File: src/rtl/goldschmidt_pkg.sv
// goldschmidt_pkg: state encoding, datapath select codes and word width shared
// by the Goldschmidt controller and datapath.
package goldschmidt_pkg;
   localparam int WIDTH = 16;
   localparam logic [1:0] ND_SEL_IA_D = 2'b00;
   localparam logic [1:0] ND_SEL_IA_N = 2'b01;
   localparam logic [1:0] ND_SEL_K_D  = 2'b10;
   localparam logic [1:0] ND_SEL_K_N  = 2'b11;
   localparam logic K_SEL_IA = 1'b1;
   localparam logic K_SEL_FB = 1'b0;
   typedef enum logic [2:0] {
      S_IDLE, S_INIT_D, S_INIT_N, S_ITER_D, S_ITER_N, S_DONE
   } state_t;
endpackage

File: src/rtl/goldschmidt_ctrl.sv
// goldschmidt_ctrl: sequences the IA pass plus ITERS (K*D, K*N) refinement
// pairs and captures the final N product as the quotient.
module goldschmidt_ctrl
   import goldschmidt_pkg::*;
#(
   parameter int ITERS = 4
) (
   input  logic             clk,
   input  logic             reset,
   input  logic             start,
   input  logic [WIDTH-1:0] result,
   output logic             ready,
   output logic             busy,
   output logic             done,
   output logic             load_regN,
   output logic             load_regD,
   output logic [1:0]       sel_ND_mux,
   output logic             sel_K_mux,
   output logic [WIDTH-1:0] q
);
   // Index of the last refinement pair; cnt never exceeds it, so it cannot wrap.
   localparam logic [3:0] LAST = ITERS > 0 ? 4'(ITERS - 1) : 4'd0;
   state_t state_q, state_d;
   logic [3:0] cnt_q, cnt_d;
   logic [WIDTH-1:0] q_d;
   always_ff @(posedge clk) begin
      if (reset) begin
         state_q <= S_IDLE;
         cnt_q   <= '0;
         q       <= '0;
      end else begin
         state_q <= state_d;
         cnt_q   <= cnt_d;
         q       <= q_d;
      end
   end
   always_comb begin
      state_d    = state_q;
      cnt_d      = cnt_q;
      load_regN  = 1'b0;
      load_regD  = 1'b0;
      sel_ND_mux = ND_SEL_IA_D;
      sel_K_mux  = K_SEL_FB;
      case (state_q)
         S_IDLE: begin
            state_d = start ? S_INIT_D : S_IDLE;
            cnt_d   = start ? 4'd0 : cnt_q;
         end
         S_INIT_D: begin
            state_d   = S_INIT_N;
            load_regD = 1'b1;
            sel_K_mux = K_SEL_IA;
         end
         S_INIT_N: begin
            state_d    = ITERS > 0 ? S_ITER_D : S_DONE;
            load_regN  = 1'b1;
            sel_ND_mux = ND_SEL_IA_N;
            sel_K_mux  = K_SEL_IA;
         end
         S_ITER_D: begin
            state_d    = S_ITER_N;
            load_regD  = 1'b1;
            sel_ND_mux = ND_SEL_K_D;
         end
         S_ITER_N: begin
            state_d    = cnt_q < LAST ? S_ITER_D : S_DONE;
            cnt_d      = cnt_q < LAST ? cnt_q + 4'd1 : cnt_q;
            load_regN  = 1'b1;
            sel_ND_mux = ND_SEL_K_N;
         end
         S_DONE:  state_d = S_IDLE;
         default: state_d = S_IDLE;
      endcase
      // Only the final N-product state can step into DONE.
      q_d = state_d == S_DONE ? result : q;
   end
   assign ready = state_q == S_IDLE;
   assign busy  = state_q inside {S_INIT_D, S_INIT_N, S_ITER_D, S_ITER_N};
   assign done  = state_q == S_DONE;
endmodule

File: config.mk
export PLATFORM = sky130hd
export DESIGN_NAME = goldschmidt_ctrl
export DESIGN_NICKNAME = d
export VERILOG_FILES = /design/src/rtl/goldschmidt_pkg.sv /design/src/rtl/goldschmidt_ctrl.sv
export SDC_FILE = /design/constraint.sdc
export NUM_CORES = 1
export LEC_CHECK = 0
export ABC_AREA = 1
export CAP_MARGIN = 20
export CELL_PAD_IN_SITES_DETAIL_PLACEMENT = 0
export CELL_PAD_IN_SITES_GLOBAL_PLACEMENT = 2
export CORE_MARGIN = 2
export CORE_UTILIZATION = 21
export DETAILED_ROUTE_END_ITERATION = 12
export PLACE_DENSITY = 0.8
export SYNTH_ARGS = -nofsm -noshare
export SYNTH_HDL_FRONTEND = slang
export SYNTH_SLANG_ARGS = --single-unit
File: constraint.sdc
create_clock -name clk -period 1.8 [get_ports clk]
set_input_delay 0.36 -clock clk [delete_from_list [all_inputs] [get_ports clk]]
set_output_delay 0.36 -clock clk [all_outputs]
set_load 0.01 [all_outputs]
# Word level (Yosys, flattened, before mapping)
# Cells that the tools add are included.
dict set report totals {
  out_inout_bits 24
  regBits 23
}
dict set report op_classes {
  order_cmp 1
  reduce_logical 7
  add_sub_neg 1
  muxes 10
  eq_ne 8
}
# op n
set op_table {}
lappend op_table {{$pmux W3 S5} 1}
lappend op_table {{$eq A3 B3 Y1 const B} 3}
lappend op_table {{$mux W4} 2}
lappend op_table {{$pmux W4 S2} 1}
lappend op_table {{$eq A3 B2 Y1 const B} 2}
lappend op_table {{$pmux W2 S3} 1}
lappend op_table {{$reduce_or A2 Y1} 3}
lappend op_table {{$add A4 B1 Y4 const B} 1}
lappend op_table {{$lt A4 B2 Y1 const B} 1}
lappend op_table {{$mux W1} 4}
lappend op_table {{$ne A2 B2 Y1 const B} 2}
lappend op_table {{$reduce_bool A4 Y1} 1}
lappend op_table {{$eq A3 B1 Y1 const B} 1}
lappend op_table {{$logic_not A3 Y1} 1}
lappend op_table {{$mux W3} 1}
lappend op_table {{$reduce_and A3 Y1} 1}
lappend op_table {{$reduce_bool A2 Y1} 1}

# Longest topological paths before layout
dict set report logic_depth {
  depth_word 4
  ltp_mapped 8
}

# Worst setup path after synthesis
# No wires, ideal clock.
dict set report synth_path {
  path_type {register to register}
  from {register cnt_q[0]}
  to {register q[10]}
  arrival_time_ps 1118
  period_less_slack_ps 1231
  slack_ps 569
  n_path_buf 1
  required_time_ps 1687
  stages_incl_launch_ff 9
  path_cell_list {dfxtp_1 > ha_1 > nor2_1 > nand2_1 > nand2_8 > inv_8 > buf_12 > nor2_1 > nor2_1}
}
dict set report synth_via {
  elab_chain_cells 4
}
# element line_no
set synth_rtl {}
lappend synth_rtl {{from (decl)} goldschmidt_ctrl.sv:24} ;# logic [3:0] cnt_q, cnt_d;
lappend synth_rtl {{from (signal assigned)} goldschmidt_ctrl.sv:33} ;# cnt_q <= cnt_d;
lappend synth_rtl {{$lt A4 B2 Y1} goldschmidt_ctrl.sv:66} ;# state_d = cnt_q < LAST ? S_ITER_D : S_DONE;
lappend synth_rtl {{$mux W3} goldschmidt_ctrl.sv:66}
lappend synth_rtl {{$pmux W3 S5} goldschmidt_ctrl.sv:44} ;# case (state_q)
lappend synth_rtl {{$eq A3 B3 Y1} goldschmidt_ctrl.sv:75} ;# q_d = state_d == S_DONE ? result : q;
lappend synth_rtl {{to (signal assigned)} goldschmidt_ctrl.sv:34} ;# q <= q_d;
lappend synth_rtl {{to (decl)} goldschmidt_ctrl.sv:19} ;# output logic [WIDTH-1:0] q
# Every way passes these cells.
# A chain may end at the register's enable or synchronous reset.

# Worst setup path in the final report
dict set report layout_path {
  from {register state_q[1]}
  to {output port busy}
}
dict set report layout_via {
  elab_chain_cells 2
  elab_cells_between_ends 5
  cone_classes {eq/ne (4); reduce/logical (1)}
}
# element line_no
set layout_rtl {}
lappend layout_rtl {{from (decl)} goldschmidt_ctrl.sv:23} ;# state_t state_q, state_d;
lappend layout_rtl {{from (signal assigned)} goldschmidt_ctrl.sv:32} ;# state_q <= state_d;
lappend layout_rtl {{$eq A3 B1 Y1, or another cell as far along} goldschmidt_ctrl.sv:78} ;# assign busy = state_q inside {S_INIT_D, S_INIT_N, S_ITER_D, S_ITER_N};
lappend layout_rtl {{$reduce_bool A4 Y1 (*)} goldschmidt_ctrl.sv:78}
lappend layout_rtl {{to (decl)} goldschmidt_ctrl.sv:13} ;# output logic busy,
# Mark *: on every way between the ends. The rest lies on a longest branch, timed or not.

==> impl_metrics.env <==
export IMPL_outcome="finished, final reports clean"
export IMPL_cp_slowest_cell="dfxtp_4"
export IMPL_cp_arrival_ns=1.36
export IMPL_htreeDepth=1
export IMPL_start_util_pct=22.0
export IMPL_tightest_slew_ns=0.504
export IMPL_via_count=917
export IMPL_fillerInstances=476
export IMPL_rsz0062_at_grt="no"
export IMPL_slew_headroom_pct=66.4
export IMPL_core_area_sq_um=4380
export IMPL_startpoint_type="register"
export IMPL_setup_tns_final_ns=0
export IMPL_combPwrFrac_pct=19.8
export IMPL_drt_first_pass_iters=4
export IMPL_yosys_area_top_type="dfxtp_1"
export IMPL_synthesis_nets=148
export IMPL_reg2reg_from="cnt_q[0]$_SDFFE_PP0P_"
export IMPL_path_max_fanout=6
export IMPL_path_clk_slew_ns=0.08
export IMPL_p_sw_share_pct=26.8
export IMPL_hold_path_class="reg2reg"
export IMPL_post_dp_hpwl_mm=1.80
export IMPL_grt_pass1_wl_mm=4.11
export IMPL_reg2regPathDepth=7
export IMPL_rows=24
export IMPL_final_cell_mix="45 x nor2_1, 34 x clkdlybuf4s50_1, 20 x dfxtp_1"
export IMPL_leakage_nw=0.625
export IMPL_clk_latency_ns=0.26
export IMPL_wl_mm=2.37
export IMPL_hold_violations=0
export IMPL_setup_viol=0
export IMPL_final_common_cell="nor2_1"
export IMPL_cts_sinks=23
export IMPL_syn_area_sq_um=966
export IMPL_grt_max_degree=20
export IMPL_syn_area_per_cell_sq_um=7.55
export IMPL_grt_pass1_vias=931
export IMPL_p_sw_mw=0.288
export IMPL_drive_above_1_share_pct=9.30
export IMPL_power_frac_seq_pct=49.9
export IMPL_avgViaCountPerCell=4.09
export IMPL_maxCapViolations=0
export IMPL_drt_iter0_drc=34
export IMPL_yosys_warnings=0
export IMPL_synth_cells=128
export IMPL_postCtsSetupRepairBufs=0
export IMPL_crit_type="reg2out"
export IMPL_chipHeight_microns=71.8
export IMPL_startpoint="state_q[1]$_SDFF_PP0_"
export IMPL_synth_seq_cells=23
export IMPL_ys_seq_area_share_pct=47.7
export IMPL_yosysTopAreaCellShare_pct=47.7
export IMPL_grt_util_all_layers_pct=9.88
export IMPL_layout_nets=193
export IMPL_cts_tree="built"
export IMPL_drtAntennaViolNets=0
export IMPL_wl_per_cell_microns=10.6
export IMPL_finalMaxSlewViolations=0
export IMPL_total_power_mw=1.08
export IMPL_p_int_mw=0.787
export IMPL_crit_required_ns=1.44
export IMPL_drc=0
export IMPL_powerDensity_nw_per_um2=725
export IMPL_clock_fmax_mhz=582
export IMPL_fin_crit_sh_pct=95.4
export IMPL_die_w_microns=71.8
export IMPL_clockRootBuffer="clkbuf_8"
export IMPL_area_growth_pct=53.5
export IMPL_yosys_top_cells_area="dfxtp_1 48%, nor2_1 17%, o21ai_1 5.2%"
export IMPL_diodes=0
export IMPL_routabilityCongestion=0.786
export IMPL_antenna_found_initial=0
export IMPL_critPathMaxStageDelay_ns=0.38
export IMPL_vdd_drop_max_mv=0.304
export IMPL_worstSetupEndpointType="output port"
export IMPL_rr_endpoint="cnt_q[1]$_SDFFE_PP0P_"
export IMPL_grt_overflow=0
export IMPL_fin_skew_ns=0.00178
export IMPL_crit_path_cell_trace="nor2_4, nand2_4, inv_6, nor2_1, nand3_1, dlygate4sd2_1"
export IMPL_numCtsBuffers=3
export IMPL_dieArea_sq_um=5160
export IMPL_power_share_clock_pct=30.3
export IMPL_synthDistinctLibCells=19
export IMPL_r2r_slack_ns=0.40
export IMPL_ctsLongestPathBuffers=2
export IMPL_endpoint="busy"
export IMPL_io_buffers=42
export IMPL_period_needed_ns=1.72
export IMPL_io_pins=43
kinds of logic (layout without fill, tap and decap cells):
| logic type | after synthesis | in the layout | synth area share, % |
|---|---|---|---|
| compound gates | 17 | 17 | 8.94 |
| flops | 23 | 23 | 47.7 |
| simple gates | 69 | 69 | 31.3 |
| buf+inv | 18 | 62 | 10.8 |
| fa+ha+maj | 1 | 1 | 1.30 |
cell usage after synthesis, drive strengths merged:
master	n
nand2	13
clkbuf	1
buf	2
nor3	3
ha	1
o21ai	16
inv	15
nand3	7
a31oi	1
dfxtp	23
nor2	46
worst min path at each step:
stage	slack (ns)	cells past startpoint	end	from
after floorplan	0.43	1	state_q[0]$_SDFF_PP0_	reset
after global placement	0.45	2	cnt_q[3]$_SDFFE_PP0P_	cnt_q[3]$_SDFFE_PP0P_
after detailed placement	0.45	2	cnt_q[3]$_SDFFE_PP0P_	cnt_q[3]$_SDFFE_PP0P_
after CTS	0.46	2	cnt_q[3]$_SDFFE_PP0P_	cnt_q[3]$_SDFFE_PP0P_
after global routing	0.48	2	cnt_q[3]$_SDFFE_PP0P_	cnt_q[3]$_SDFFE_PP0P_
final	0.45	2	cnt_q[3]$_SDFFE_PP0P_	cnt_q[3]$_SDFFE_PP0P_
what timing repair did:
item / 4_1_cts / 5_1_grt
endpoints found under the setup margin: 7 / 1
cloned: 0 / 0
hold buffers: 0 / 0
resized for setup: 13 / 1
through the flow:
| stage | util, % | hold WS (ns) | cells | area (sq um) | worst slack, ns |
|---|---|---|---|---|---|
| finish | 33.8 | 0.455 | 224 | 1480 | 0.0828 |
| CTS | 33.8 | 0.461 | 224 | 1480 | 0.0217 |
| global route | 33.8 | 0.480 | 224 | 1480 | 0.00199 |
| global placement | 32.5 | 0.450 | 220 | 1420 | 0.0858 |
| floorplan | - | 0.429 | 128 | 966 | 0.569 |
| detailed placement | 32.5 | 0.447 | 220 | 1420 | 0.0514 |
worst max-delay path: cells and delay by family, from the launching register on:
family | cells | cell delay [ns]
buffers and inverters | 2 | 0.34
DFF | 1 | 0.38
and+or+nand+nor | 4 | 0.37
power groups by stage:
stage	logic (mW)	clock network [mW]	registers [mW]
after CTS	0.218	0.343	0.536
final	0.213	0.325	0.537
after global placement	0.234	0	0.544
after detailed placement	0.234	0	0.545
after floorplan	0.110	0	0.543
after global routing	0.242	0.363	0.540
final cells by class:
class	instances	area, sq um	area share, %
clock buffers	3	41.3	2.78
clock inverters	1	7.51	0.506
inverters	15	68.8	4.64
multi-input cells	87	412	27.8
flip-flops and latches	23	467	31.5
well taps	52	65.1	4.39
repair buffers	43	422	28.4
sequential cells by signal (all words and copies together), names as in the netlist:
name / count
q: 16
cnt_q: 4
state_q: 3
metal layers:
layer | wire (microns) | share of wire [%] | vias to the layer above | GRT usage (%)
li1 | - | - | 490 | -
met4 | 12 | 0.51 | 0 | 2.52
met3 | 207 | 8.7 | 2 | 3.09
met5 | 0 | 0 | - | 0
met2 | 1090 | 46 | 31 | 17.7
met1 | 1060 | 45 | 394 | 11.4
Note: power is estimated with default switching activity, not from simulation.
